===== src/rtl/decoder_scan_seq.sv =====
// Registered N-to-2^N one-hot decoder with direct and auto-scan modes.
// Optional DECODE_ONESHOT_EN: scan stops after a single sweep.
module decoder_scan_seq #(
    parameter int SEL_W   = 3,
    parameter int DWELL_W = 4
) (
    input  logic                    clk,
    input  logic                    rst,
    input  logic                    en,
    input  logic                    mode,
    input  logic [SEL_W-1:0]        sel,
    input  logic [DWELL_W-1:0]      dwell,
    input  logic                    start,
    output logic [(1<<SEL_W)-1:0]   d,
    output logic [SEL_W-1:0]        idx,
    output logic                    busy,
    output logic                    wrap
);

    localparam int NOUT = 1 << SEL_W;
    localparam logic [SEL_W-1:0] LAST_IDX = SEL_W'(NOUT - 1);

    typedef enum logic [1:0] {
        IDLE,
        DIRECT,
        SCAN
    } state_t;

    state_t               state_q, state_n;
    logic [NOUT-1:0]      d_q, d_n;
    logic [SEL_W-1:0]     idx_q, idx_n;
    logic                 busy_q, busy_n;
    logic                 wrap_q, wrap_n;
    logic [DWELL_W-1:0]   cnt_q, cnt_n;
    logic [DWELL_W-1:0]   dwell_q, dwell_n;

    function automatic logic [NOUT-1:0] onehot(input logic [SEL_W-1:0] s);
        onehot    = '0;
        onehot[s] = 1'b1;
    endfunction

    always_ff @(posedge clk) begin
        if (rst) begin
            state_q <= IDLE;
            d_q     <= '0;
            idx_q   <= '0;
            busy_q  <= 1'b0;
            wrap_q  <= 1'b0;
            cnt_q   <= '0;
            dwell_q <= '0;
        end else begin
            state_q <= state_n;
            d_q     <= d_n;
            idx_q   <= idx_n;
            busy_q  <= busy_n;
            wrap_q  <= wrap_n;
            cnt_q   <= cnt_n;
            dwell_q <= dwell_n;
        end
    end

    always_comb begin
        state_n = state_q;
        d_n     = d_q;
        idx_n   = idx_q;
        busy_n  = busy_q;
        cnt_n   = cnt_q;
        dwell_n = dwell_q;
        if (!en) begin
            state_n = IDLE;
            d_n     = '0;
            busy_n  = 1'b0;
        end else if (state_q == SCAN && mode) begin
            // start is ignored here: a running sweep keeps its dwell
            busy_n = 1'b1;
            if (cnt_q != '0) begin
                cnt_n = cnt_q - DWELL_W'(1);
            end else begin
                cnt_n = dwell_q;
                idx_n = idx_q + SEL_W'(1);
                d_n   = onehot(idx_n);
`ifdef DECODE_ONESHOT_EN
                if (idx_q == LAST_IDX) begin
                    state_n = IDLE;
                    d_n     = '0;
                    idx_n   = '0;
                    busy_n  = 1'b0;
                end
`endif
            end
        end else if (!mode) begin
            state_n = DIRECT;
            d_n     = onehot(sel);
            idx_n   = sel;
            busy_n  = 1'b0;
        end else if (start) begin
            state_n = SCAN;
            d_n     = onehot('0);
            idx_n   = '0;
            busy_n  = 1'b1;
            cnt_n   = dwell;
            dwell_n = dwell;
        end else begin
            state_n = IDLE;
            d_n     = '0;
            busy_n  = 1'b0;
        end
        // registered alongside d so the flag lines up with the last line
        wrap_n = (state_n == SCAN) && (idx_n == LAST_IDX) && (cnt_n == '0);
    end

    assign d    = d_q;
    assign idx  = idx_q;
    assign busy = busy_q;
    assign wrap = wrap_q;

endmodule

===== config.mk =====
export PLATFORM = sky130hd
export DESIGN_NAME = decoder_scan_seq
export DESIGN_NICKNAME = d
export VERILOG_FILES = /design/src/rtl/decoder_scan_seq.sv
export SDC_FILE = /design/constraint.sdc
export NUM_CORES = 1
export LEC_CHECK = 0
export BUFFER_PORTS_ARGS = -buffer_cell sky130_fd_sc_hd__buf_4
export CAP_MARGIN = 5
export CORE_MARGIN = 2
export CORE_UTILIZATION = 25
export DETAILED_ROUTE_END_ITERATION = 8
export GPL_TIMING_DRIVEN = 0
export HOLD_SLACK_MARGIN = 0.02
export PLACE_DENSITY_LB_ADDON = 0.25
export SKIP_CTS_REPAIR_TIMING = 1
export SYNTH_ARGS = -nofsm -noshare
export SYNTH_HDL_FRONTEND = slang
export SYNTH_SLANG_ARGS = --single-unit

===== constraint.sdc =====
create_clock -name clk -period 4.7 [get_ports clk]
set_input_delay 0.235 -clock clk [delete_from_list [all_inputs] [get_ports clk]]
set_output_delay 0.235 -clock clk [all_outputs]
set_load 0.02 [all_outputs]

---- After elaboration in Yosys (flattened, before gate mapping) ----
Cells that the tools add are included.
word-level totals
  flip-flop bits (word level) ............. 23
  output and inout bits ................... 13
operators by class
  add/subtract/negate cells ............... 2
  magnitude comparators ................... 4
  equality and inequality tests ........... 4
  mux-type cells .......................... 25
  bitwise gates (word level) .............. 2
  reduce and logical (&&, ||, !) cells .... 9
operators by type and width
  kind                                                                number
  two-way mux 8 bit                                                   3
  two-way mux 4 bit                                                   5
  two-way mux 3 bit                                                   5
  < comparator 3 x 4 -> 1 bit (second input constant)                 2
  two-way mux 2 bit                                                   4
  demux 1 bit (select 3 bit)                                          2
  greater-or-equal comparator 3 x 1 -> 1 bit (second input constant)  2
  two-way mux 1 bit                                                   6
  logical AND 1 bit                                                   5
  == test 2 bit (second input constant)                               2
  zero test 4 bit                                                     1
  AND reduction 4 bit                                                 1
  nonzero test 4 bit                                                  1
  subtractor 4 x 1 -> 4 bit (second input constant)                   1
  adder 3 x 1 -> 3 bit (second input constant)                        1
  == test 3 bit (second input constant)                               1
  != test 2 bit (second input constant)                               1
  inverter 1 bit                                                      2
  OR reduction 2 bit                                                  1

---- Longest topological paths before layout ----
Gate-level depths: netlist of the first run.
  depth after elaboration ................. 7
  gate-level depth with buffers ........... 7
  gate-level depth less buffers ........... 7

---- Worst setup path after synthesis of the first run ----
OpenSTA, ideal clock, no wires.
  path type ............................... reg-to-reg
  from .................................... reg cnt_q[0]
  to ...................................... reg wrap_q, in the netlist wrap
  arrival time ............................ 1733 ps
  data required time ...................... 4613 ps
  slack ................................... 2880 ps
  cell stages (with the launch flop) ...... 7
  clock period less this slack ............ 1820 ps
  cell sequence ........................... dfxtp_1 -> inv_1 -> ha_1 -> a311o_1 -> a222oi_1 -> o2111ai_1 -> nor4b_2
on the way
  word-level cells in the longest chain between the ends .. 7
  elaborated cells on any way between the ends .. 14
  those cells by class .................... add/sub: 1; eq/ne: 1; mux: 8; reduce/logical: 4
RTL lines
  what                                                               RTL line  source
  from (decl)                                                        34        logic [DWELL_W-1:0] cnt_q, cnt_n;
  from (signal assigned)                                             57        cnt_q <= cnt_n;
  branches (longest 6 deep; another with subtractor 4 x 1 -> 4 bit)  n/a
  logical AND 1 bit (*)                                              109       wrap_n = (state_n == SCAN) && (idx_n == LAST_IDX) && (cnt_n == '0);
  to (signal assigned)                                               56        wrap_q <= wrap_n;
  to (decl)                                                          33        logic wrap_q, wrap_n;
Mark *: on every way between the ends.
A chain may end at the register's enable or synchronous reset.

---- Worst setup path after layout of the first run ----
Ends and elaborated chain as after synthesis.

==> results of run 1 <==
where the power goes:
part           internal [mW]  total, mW  switching [mW]
clock network         0.0606      0.127          0.0666
registers              0.201      0.206         0.00514
logic                 0.0296     0.0682          0.0385
total                  0.291      0.401           0.110
synth_stat cells, types with 4 or more instances:
| library cell | number |
|---|---|
| inv_1 | 6 |
| a211oi_1 | 8 |
| nor2b_1 | 4 |
| buf_2 | 4 |
| dfxtp_1 | 23 |
| a21oi_1 | 7 |
| a32oi_1 | 5 |
| nand2b_1 | 5 |
| nand2_1 | 7 |
| nor2_1 | 25 |
routing by layer:
| metal | GRT usage [%] | part of all wire, % |
|---|---|---|
| met4 | 1.62 | 0 |
| met5 | 0 | 0 |
| met3 | 3.43 | 6.1 |
| met2 | 18.3 | 45 |
| met1 | 17.1 | 49 |
worst max-delay path: stages (launching register included):
cell and delay [ns]:
dfxtp_1 0.41, inv_1 0.10, ha_1 0.26, a311o_1 0.37, a222oi_1 0.45, o2111ai_1 0.24, nor4b_2 0.28
stage by stage:
| stage | hold slack (ns) | utilization (%) | std cells | instance area [um^2] |
|---|---|---|---|---|
| after floorplan | 0.369 | - | 144 | 1210 |
| after global routing | 0.218 | 31.8 | 224 | 1490 |
| final | 0.207 | 31.8 | 224 | 1490 |
| after global placement | 0.465 | 30.9 | 220 | 1450 |
| after CTS | 0.206 | 31.8 | 224 | 1490 |
| after detailed placement | 0.474 | 30.9 | 220 | 1450 |
worst max path at each step:
stage | startpoint | end | slack (ns)
6_report | cnt_q[0]$_SDFF_PP0_ | wrap$_SDFF_PP0_ | 2.51
3_3_place_gp | cnt_q[0]$_SDFF_PP0_ | wrap$_SDFF_PP0_ | 2.53
5_1_grt | cnt_q[0]$_SDFF_PP0_ | wrap$_SDFF_PP0_ | 2.35
4_1_cts | cnt_q[0]$_SDFF_PP0_ | wrap$_SDFF_PP0_ | 2.48
3_5_place_dp | cnt_q[0]$_SDFF_PP0_ | wrap$_SDFF_PP0_ | 2.51
2_1_floorplan | cnt_q[0]$_SDFF_PP0_ | wrap$_SDFF_PP0_ | 2.88
sequential cells by signal, summed over array words and instances, names as in the netlist:
signal / count
busy: 1
cnt_q: 4
d: 8
dwell_q: 4
idx: 3
state_q: 2
wrap: 1
logic make-up (layout without fill, tap and decap cells):
kind of cell,after synthesis,in the layout
AO/OA/AOI/OAI,41,41
XOR/XNOR,2,2
adder cells (fa/ha/maj),2,2
buffers and inverters,13,39
flip-flops,23,23
multiplexers,4,4
AND/OR/NAND/NOR,59,59
area by class of cell:
type | instances | share of cell area [%]
Tap cell | 54 | 4.53
Clock buffer | 4 | 3.02
Inverter | 6 | 1.51
Multi-Input combinational cell | 108 | 46.9
Timing Repair Buffer | 22 | 11.1
Sequential cell | 23 | 30.8
Buffer | 7 | 2.10
==> metrics.md, run 1 <==
| Metric | Value |
|---|---|
| Clock skew | `0.00120 ns` |
| Total gr overflow | `0` |
| Worst setup margin | `2.51 ns` |
| Die Wd | `73.7 um` |
| Post-Synth XOR/XNOR Area | `1.44%` |
| Worst vdd ir | `128 uV` |
| R2r worst-path depth | `6` |
| CTS root buffer | `clkbuf_8` |
| Worst R2R End | `wrap$_SDFF_PP0_` |
| Period utilisation layout | `46.6%` |
| Cells after synthesis | `144` |
| Clock Sinks | `23` |
| Clk_lat worst skew | `0.27 ns` |
| Tmin final | `2.19 ns` |
| Power, Total | `0.401 mW` |
| Drc violations | `0` |
| Via count | `1153` |
| Initial drt markers | `95` |
| Post-synth top flop | `dfxtp_1` |
| Class of the worst hold path | `input port to flop` |
| Hold-critical path depth | `3` |
| Register area share after synthesis | `37.9%` |
| Area of the multi-input gates | `701 um^2` |
| CTS H-tree lvls | `1` |
| Multiplexer share of the synthesized area | `3.40%` |
| Worst R2R Setup Slack | `2.51 ns` |
| I/O Pins | `25` |
| Post-Synth Simple-Gate Area | `25.4%` |
| Clk buf depth | `2` |
| Detail Route Antenna Nets | `0` |
| Fmax | `0.457 GHz` |
| Setup TNS | `0 ns` |
| Vias per cell | `5.15` |
| Chip Height | `73.7 um` |
| Slew Limit Fails | `0` |
| Fillers | `536` |
| Nets | `185` |
| Placement Setup Slack | `2.51 ns` |
| CTS Buf Count | `3` |
| Crit Path Max Fanout | `6` |
| GRT Resource Usage Total | `11.9%` |
| Vias in the first global route | `1023` |
| Synthesized area | `1210 um^2` |
| Final setup fails | `0` |
| Post-synthesis async set-or-reset flop share | `0%` |
| #FFs+latches synth | `23` |
| Final hold violation count | `0` |
| Final HPWL DP | `2.40 mm` |
| CTS tree | `done` |
| Req. time, crit path | `4.89 ns` |
| Worst Hold End | `dwell_q[0]$_SDFFE_PP0P_` |
| Initial antenna violation count | `0` |
| EDFF count, synth | `0` |
| Status | `finished clean` |
| Reg-to-Reg Start | `cnt_q[0]$_SDFF_PP0_` |
| Clock Pin Slew Worst Setup and Hold Paths | `0.08 ns` |
| Die area | `5430 um^2` |
| Core area | `4690 um^2` |
| Setup crit end kind | `flop` |
| Share of cells above drive strength 1 | `21.2%` |
| Diode count | `0` |
| Initial Util | `25.9%` |
| First-pass iteration count of the detailed router | `4` |
| Std-Cell Rows | `25` |
| Largest net degree at the start of global routing | `13` |
| Post-synth top area share | `37.9%` |
| Transition time at the pin with the least slew margin | `0.730 ns` |
| Critical path class | `flop to flop` |
| Relative slew slack | `51.0%` |
| Max cap viols | `0` |
| Synth Net Count | `158` |
| GPL Wtd Cong | `0.785` |
| Startpoint class of the critical path | `flop` |
| Cell taking the most area after synthesis | `dfxtp_1` |
| Power per Cell Area | `269 nW/um^2` |
| RSZ-0062 raised after global routing | `false` |
| Storage cell area | `460 um^2` |
| Arr. time, crit path | `2.38 ns` |
| Most frequent cells in the layout | `nor2_1 (25), dfxtp_1 (23), buf_4 (22)` |
| Yosys warnings | `0` |
| Post-synthesis cell type count | `43` |
| Lkg Pwr | `0.573 nW` |
| WL/cell | `14.0 um` |
| Hold_sp | `dwell[0]` |
| Area share of fa/ha/maj cells after synthesis | `2.06%` |
| P&R area growth vs syn | `22.9%` |
| Most common cell after layout, fill and taps aside | `nor2_1` |
| Port Buffers | `22` |
| Combinational family with the most area after synthesis | `simple AND/OR/NAND/NOR gates` |
| Post-synthesis compound-gate area fraction | `25.3%` |
| Total Wirelength | `3.14 mm` |
| Average size of a mapped cell | `8.44 um^2` |
| Global-route wire length before repair | `5.04 mm` |
| Synth area leaders | `dfxtp_1 (38%), nor2_1 (7.7%), a211oi_1 (4.9%)` |
(Power assumes the default switching activity.)
==> run 2, diff against run 1 <==
clock period = 1.9 ns   (was 4.7 ns; I/O delays follow)
==> run 2 against run 1 <==
The flow now finishes with violations (negative setup slack). Cell area rose by 2.8%. Final cell count rose by 0.45%. First-iteration DRC count fell by 38%. Sequential power rose by 150%. Critical path depth did not move. Count of clock-buffer cells in the layout did not move. Global-route usage did not move. Combinational power rose to 2.6 times the previous value. Routed wire length rose by 1.1%. Sequential cell count did not move. Register-to-register slack got worse by 2.5 ns. Critical path type unchanged. Largest power group unchanged.
==> metrics.md, run 2 (synthesized netlist as in run 1, its figures left out) <==
| Metric | Value |
|---|---|
| Status | `complete, but fails checks` |
| Failing checks | `negative setup slack` |
| Power per Cell Area | `652 nW/um^2 (+140%)` |
| Fmax | `0.521 GHz (+14%)` |
| Std-Cell Rows | `25 (unchanged)` |
| Lkg Pwr | `0.584 nW (+2.0%)` |
| GPL Wtd Cong | `0.785 (unchanged)` |
| Met2 WL | `1.46 mm (+3.8%)` |
| Final hold violation count | `0 (unchanged)` |
| Initial Util | `25.9% (unchanged)` |
| CTS Buf Count | `3 (unchanged)` |
| Chip Height | `73.7 um (unchanged)` |
| GRT Resource Usage Total | `11.9% (unchanged)` |
| Top sig layer | `met3` |
| Clock Pin Slew Worst Setup and Hold Paths | `0.08 ns (about the same)` |
| CP Cell Sequence | `inv_4 -> ha_4 -> a311o_1 -> a222oi_1 -> o2111ai_1 -> nor4b_2` |
| Port Buffers | `22 (unchanged)` |
| Critical path class | `flop to flop` |
| Clock Sinks | `23 (unchanged)` |
| Power, Total | `1.00 mW (+150%)` |
| Max incr delay on CP | `0.43 ns (-0.02 ns)` |
| Most frequent cells in the layout | `nor2_1 (25), buf_4 (23), dfxtp_1 (21)` |
| Diode count | `0 (unchanged)` |
| RSZ-0062 raised after global routing | `true` |
| Initial antenna violation count | `0 (unchanged)` |
| I/O Pins | `25 (unchanged)` |
| Share of cells above drive strength 1 | `26.3% (+5.1 points)` |
| Design Area, Final | `1540 um^2 (+2.8%)` |
| Nets | `186 (+0.54%)` |
| Final setup fails | `1 (+1)` |
| Max stage delay cell, worst path | `a222oi_1` |
| Transition time at the pin with the least slew margin | `0.750 ns (+0.0206 ns)` |
| Setup crit end kind | `flop` |
| Die area | `5430 um^2 (unchanged)` |
| Most common cell after layout, fill and taps aside | `nor2_1` |
| Final HPWL DP | `2.40 mm (unchanged)` |
| Worst path buffer plus inverter count | `1 (unchanged)` |
| Fillers | `532 (-0.75%)` |
| Req. time, crit path | `2.08 ns (-2.81 ns)` |
| CTS H-tree lvls | `1 (unchanged)` |
| First-pass iteration count of the detailed router | `4 (unchanged)` |
| Initial drt markers | `59 (-38%)` |
| Hold-critical path depth | `3 (unchanged)` |
| Routed met3 length | `147 um (-23%)` |
| Top delay family on crit path | `compound AO/OA/AOI/OAI gates` |
| Drc violations | `0 (unchanged)` |
| Crit Path Max Fanout | `6 (unchanged)` |
| Clk buf depth | `2 (unchanged)` |
| Worst setup margin | `-0.0195 ns (-2.53 ns)` |
| Total gr overflow | `0 (unchanged)` |
| Slew Limit Fails | `0 (unchanged)` |
| Largest net degree at the start of global routing | `13 (unchanged)` |
| WL met1 | `1.56 mm (+1.6%)` |
| Worst vdd ir | `321 uV (+150%)` |
| Total Wirelength | `3.17 mm (+1.1%)` |
| Clk_lat worst skew | `0.27 ns (about the same)` |
| WL/cell | `14.1 um (+0.67%)` |
| R2r worst-path depth | `6 (unchanged)` |
| Class of the worst hold path | `input port to flop` |
| Detail Route Antenna Nets | `0 (unchanged)` |
| Crit path depth | `6 (unchanged)` |
| Final core occ | `32.7% (+0.91 points)` |
| P&R area growth vs syn | `26.4%` |
| Placed cell areas | `1450 um^2 (unchanged)` |
| Relative slew slack | `49.6% (-1.4 points)` |
| Startpoint class of the critical path | `flop` |
| Core area | `4690 um^2 (unchanged)` |
| Tmin final | `1.92 ns (-0.271 ns)` |
| Vias per cell | `5.16 (+0.16%)` |
| Die Wd | `73.7 um (unchanged)` |
| Global-route wire length before repair | `5.04 mm (unchanged)` |
| CTS root buffer | `clkbuf_8` |
| Max reg flops | `8 (unchanged)` |
| Placement Setup Slack | `-0.286 ns (-2.80 ns)` |
| Arr. time, crit path | `2.10 ns (-0.28 ns)` |
| CTS tree | `done` |
| Clock skew | `0.00286 ns (+0.00166 ns)` |
| Vias in the first global route | `1023 (unchanged)` |
| Via count | `1160 (+0.61%)` |
| Period utilisation layout | `101% (+54 points)` |
| Max cap viols | `0 (unchanged)` |
run 2: cell count changes in the layout (fill, tap and decap cells not counted), sizes merged:
cell,before,now
clkbuf,7,8
run 2: worst register-to-register path: cells and delay by family (launching register included):
family          cells  cell delay (ns)
simple gates        1             0.24
fa+ha+maj           1             0.17
compound gates      3             1.02
buf+inv             1             0.04
flops               1             0.37
run 2: metrics by stage:
step                      hold WS, ns  setup TNS (ns)  std cells
after floorplan                 0.229               0        144
after global placement          0.347          -0.461        220
after detailed placement        0.350          -0.507        220
after CTS                      0.0657          -0.646        224
after global routing           0.0748          -0.162        225
final                          0.0711         -0.0195        225
run 2: final timing paths:
| path | from | endpoint | slack [ns] |
|---|---|---|---|
| worst max-delay path | cnt_q[0]$_SDFF_PP0_ | wrap$_SDFF_PP0_ | -0.02 |
| worst min-delay path | dwell[0] | dwell_q[0]$_SDFFE_PP0P_ | 0.07 |
| worst max register to register | cnt_q[0]$_SDFF_PP0_ | wrap$_SDFF_PP0_ | -0.02 |
| worst min register to register | dwell_q[2]$_SDFFE_PP0P_ | dwell_q[2]$_SDFFE_PP0P_ | 0.48 |
run 2: layout make-up:
type | count | area (um^2) | share of cell area [%]
buffer | 7 | 33.8 | 2.20
multi-input combinational | 108 | 726 | 47.3
inverter | 6 | 25.0 | 1.63
clock buffer | 4 | 45.0 | 2.93
timing repair buffer | 23 | 173 | 11.2
tap | 54 | 67.6 | 4.40
sequential | 23 | 465 | 30.3
run 2: routing by layer:
| layer | GRT usage [%] | up-vias |
|---|---|---|
| met2 | 18.3 | 35 |
| met3 | 3.43 | 0 |
| li1 | - | 593 |
| met1 | 17.1 | 532 |
| met5 | 0 | - |
| met4 | 1.62 | 0 |
run 2: report_power, final:
group	leakage (nW)	internal (mW)	switching, mW	total [mW]
registers	0.188	0.496	0.0132	0.509
clock network	0.0228	0.150	0.165	0.315
logic	0.373	0.0787	0.0988	0.178
total	0.584	0.725	0.277	1.00
==> run 3, diff against run 2 <==
CTS_BUF_LIST = sky130_fd_sc_hd__clkbuf_4   (was default)
==> run 3 against run 2 <==
Critical path type unchanged. The flow still finishes with violations (negative setup slack). Clock power decreased by 18%. Global-route usage about the same. Critical path depth is the same. First-iteration DRC count rose by 34%. Worst hold slack got worse by 0.063 ns. Largest power group unchanged. Maximum frequency about the same. Final cell count increased by 0.44%.
==> metrics.md, run 3 (synthesized netlist as in run 1, its figures left out) <==
| Metric | Value |
|---|---|
| Startpoint class of the critical path | `flop` |
| CP Cell Sequence | `inv_4 -> ha_4 -> a311o_1 -> a222oi_1 -> o2111ai_1 -> nor4b_2` |
| WL/cell | `14.0 um (-0.38%)` |
| Area of the multi-input gates | `726 um^2 (unchanged)` |
| Worst setup margin | `-0.0212 ns (-0.00178 ns)` |
| Reg power frac | `53.8% (+3.0 points)` |
| Fmax | `0.521 GHz (about the same)` |
| Tmin final | `1.92 ns (+0.00178 ns)` |
| Crit Path Max Fanout | `6 (unchanged)` |
| Global-route wire length before repair | `5.04 mm (-0.12%)` |
| Req. time, crit path | `2.15 ns (+0.07 ns)` |
| Nets | `187 (+0.54%)` |
| Transition time at the pin with the least slew margin | `0.746 ns (-0.00420 ns)` |
| Vias in the first global route | `1021 (-0.20%)` |
| CTS root buffer | `clkbuf_4` |
| Worst vdd ir | `312 uV (-3.0%)` |
| Lkg Pwr | `0.584 nW (about the same)` |
| First-pass iteration count of the detailed router | `4 (unchanged)` |
| Max cap viols | `0 (unchanged)` |
| Clock skew | `0.00234 ns (-0.000522 ns)` |
| GPL Wtd Cong | `0.785 (unchanged)` |
| Max reg flops | `8 (unchanged)` |
| Final core occ | `32.6% (-0.11 points)` |
| Largest net degree at the start of global routing | `13 (unchanged)` |
| Final hold violation count | `0 (unchanged)` |
| Drc violations | `0 (unchanged)` |
| Worst Hold End | `dwell_q[0]$_SDFFE_PP0P_` |
| Diode count | `0 (unchanged)` |
| Finished Layout Cells | `226 (+0.44%)` |
| RSZ-0062 raised after global routing | `true` |
| Worst path buffer plus inverter count | `1 (unchanged)` |
| Hold-critical path depth | `3 (unchanged)` |
| Via count | `1167 (+0.60%)` |
| Failing checks | `negative setup slack` |
| Fillers | `535 (+0.56%)` |
| Clk buf depth | `2 (unchanged)` |
| Max stage delay cell, worst path | `a222oi_1` |
| Storage cell area | `465 um^2 (unchanged)` |
| I/O Pins | `25 (unchanged)` |
| Initial antenna violation count | `0 (unchanged)` |
| Worst R2R End | `wrap$_SDFF_PP0_` |
| Std-Cell Rows | `25 (unchanged)` |
| Top delay family on crit path | `compound AO/OA/AOI/OAI gates` |
| R2r worst-path depth | `6 (unchanged)` |
| NetSw | `0.275 mW (-0.74%)` |
| Initial drt markers | `79 (+34%)` |
| Status | `complete, but fails checks` |
| Total gr overflow | `0 (unchanged)` |
| Reg-to-Reg Start | `cnt_q[0]$_SDFF_PP0_` |
| Placed Cells | `220 (unchanged)` |
| Logic pwr share | `18.9% (+1.2 points)` |
| CTS Buf Count | `3 (unchanged)` |
| Hold_sp | `dwell[0]` |
| Detail Route Antenna Nets | `0 (unchanged)` |
| Die area | `5430 um^2 (unchanged)` |
| CTS H-tree lvls | `1 (unchanged)` |
| Share of cells above drive strength 1 | `26.7% (+0.43 points)` |
| Total Wirelength | `3.18 mm (about the same)` |
| Power, Total | `0.948 mW (-5.3%)` |
| Chip Height | `73.7 um (unchanged)` |
| Port Buffers | `22 (unchanged)` |
| Most frequent cells in the layout | `nor2_1 (25), buf_4 (23), dfxtp_1 (21)` |
| Relative slew slack | `49.9% (+0.28 points)` |
| Power per Cell Area | `619 nW/um^2 (-5.0%)` |
| Die Wd | `73.7 um (unchanged)` |
| Sw frac | `29.0% (+1.3 points)` |
| Clock Sinks | `23 (unchanged)` |
| Period utilisation layout | `101% (about the same)` |
| Clock Pin Slew Worst Setup and Hold Paths | `0.14 ns (+0.06 ns)` |
| Internal | `0.673 mW (-7.1%)` |
| Final HPWL DP | `2.40 mm (unchanged)` |
| Setup crit end kind | `flop` |
| P&R area growth vs syn | `26.0%` |
| Most common cell after layout, fill and taps aside | `nor2_1` |
| Core area | `4690 um^2 (unchanged)` |
| Final setup fails | `1 (unchanged)` |
| Worst R2R Setup Slack | `-0.02 ns (about the same)` |
| Class of the worst hold path | `input port to flop` |
| Slew Limit Fails | `0 (unchanged)` |
| GRT Resource Usage Total | `11.9% (-0.028 points)` |
| Max incr delay on CP | `0.43 ns (about the same)` |
| Clock group share of total power | `27.3% (-4.1 points)` |
| Arr. time, crit path | `2.17 ns (+0.07 ns)` |
| Critical path class | `flop to flop` |
| Initial Util | `25.9% (unchanged)` |
| Vias per cell | `5.16 (+0.16%)` |
| Clk_lat worst skew | `0.32 ns (+0.05 ns)` |
| CTS tree | `done` |
[run 3: worst max-delay path by stage]
stage	start	endpoint	slack, ns	depth (start not counted)
6_report	cnt_q[0]$_SDFF_PP0_	wrap$_SDFF_PP0_	-0.02	6
3_3_place_gp	cnt_q[0]$_SDFF_PP0_	wrap$_SDFF_PP0_	-0.27	6
3_5_place_dp	cnt_q[0]$_SDFF_PP0_	wrap$_SDFF_PP0_	-0.29	6
2_1_floorplan	cnt_q[0]$_SDFF_PP0_	wrap$_SDFF_PP0_	0.08	6
4_1_cts	cnt_q[0]$_SDFF_PP0_	wrap$_SDFF_PP0_	-0.33	6
5_1_grt	cnt_q[0]$_SDFF_PP0_	wrap$_SDFF_PP0_	-0.14	6
[run 3: stage by stage]
step	hold slack (ns)	area [um^2]	setup WS [ns]	setup TNS (ns)
3_3_place_gp	0.347	1450	-0.267	-0.461
6_report	0.00804	1530	-0.0212	-0.0212
4_1_cts	0.00152	1480	-0.325	-0.723
3_5_place_dp	0.350	1450	-0.286	-0.507
2_1_floorplan	0.229	1210	0.0796	0
5_1_grt	0.0167	1530	-0.142	-0.182
[run 3: power groups by stage]
| stage | registers (mW) | clock network (mW) | logic, mW |
|---|---|---|---|
| after global placement | 0.520 | 0 | 0.169 |
| after detailed placement | 0.520 | 0 | 0.169 |
| final | 0.510 | 0.259 | 0.179 |
| after CTS | 0.510 | 0.271 | 0.170 |
| after global routing | 0.512 | 0.285 | 0.198 |
| after floorplan | 0.525 | 0 | 0.105 |
[run 3: routing by layer]
layer | vias to the layer above | part of all wire, % | track usage, %
met1 | 528 | 49 | 17.1
met3 | 2 | 5.5 | 3.43
li1 | 595 | - | -
met2 | 42 | 45 | 18.2
met5 | - | 0 | 0
met4 | 0 | 0.63 | 1.62
[run 3: final cells by class]
class                      instances  area share (%)
buffer                             7            2.21
clock buffer                       4            1.96
inverter                           6            1.64
multi-input combinational        108            47.4
sequential                        23            30.4
tap                               54            4.42
timing repair buffer              24            11.9
[run 3: worst reg2reg max path, delay by kind of cell, from the launching register on]
kind | cells | cell delay [ns]
buffers and inverters | 1 | 0.04
DFF | 1 | 0.39
and+or+nand+nor | 1 | 0.24
adders and majority gates | 1 | 0.17
AOI/OAI and AO/OA | 3 | 1.01
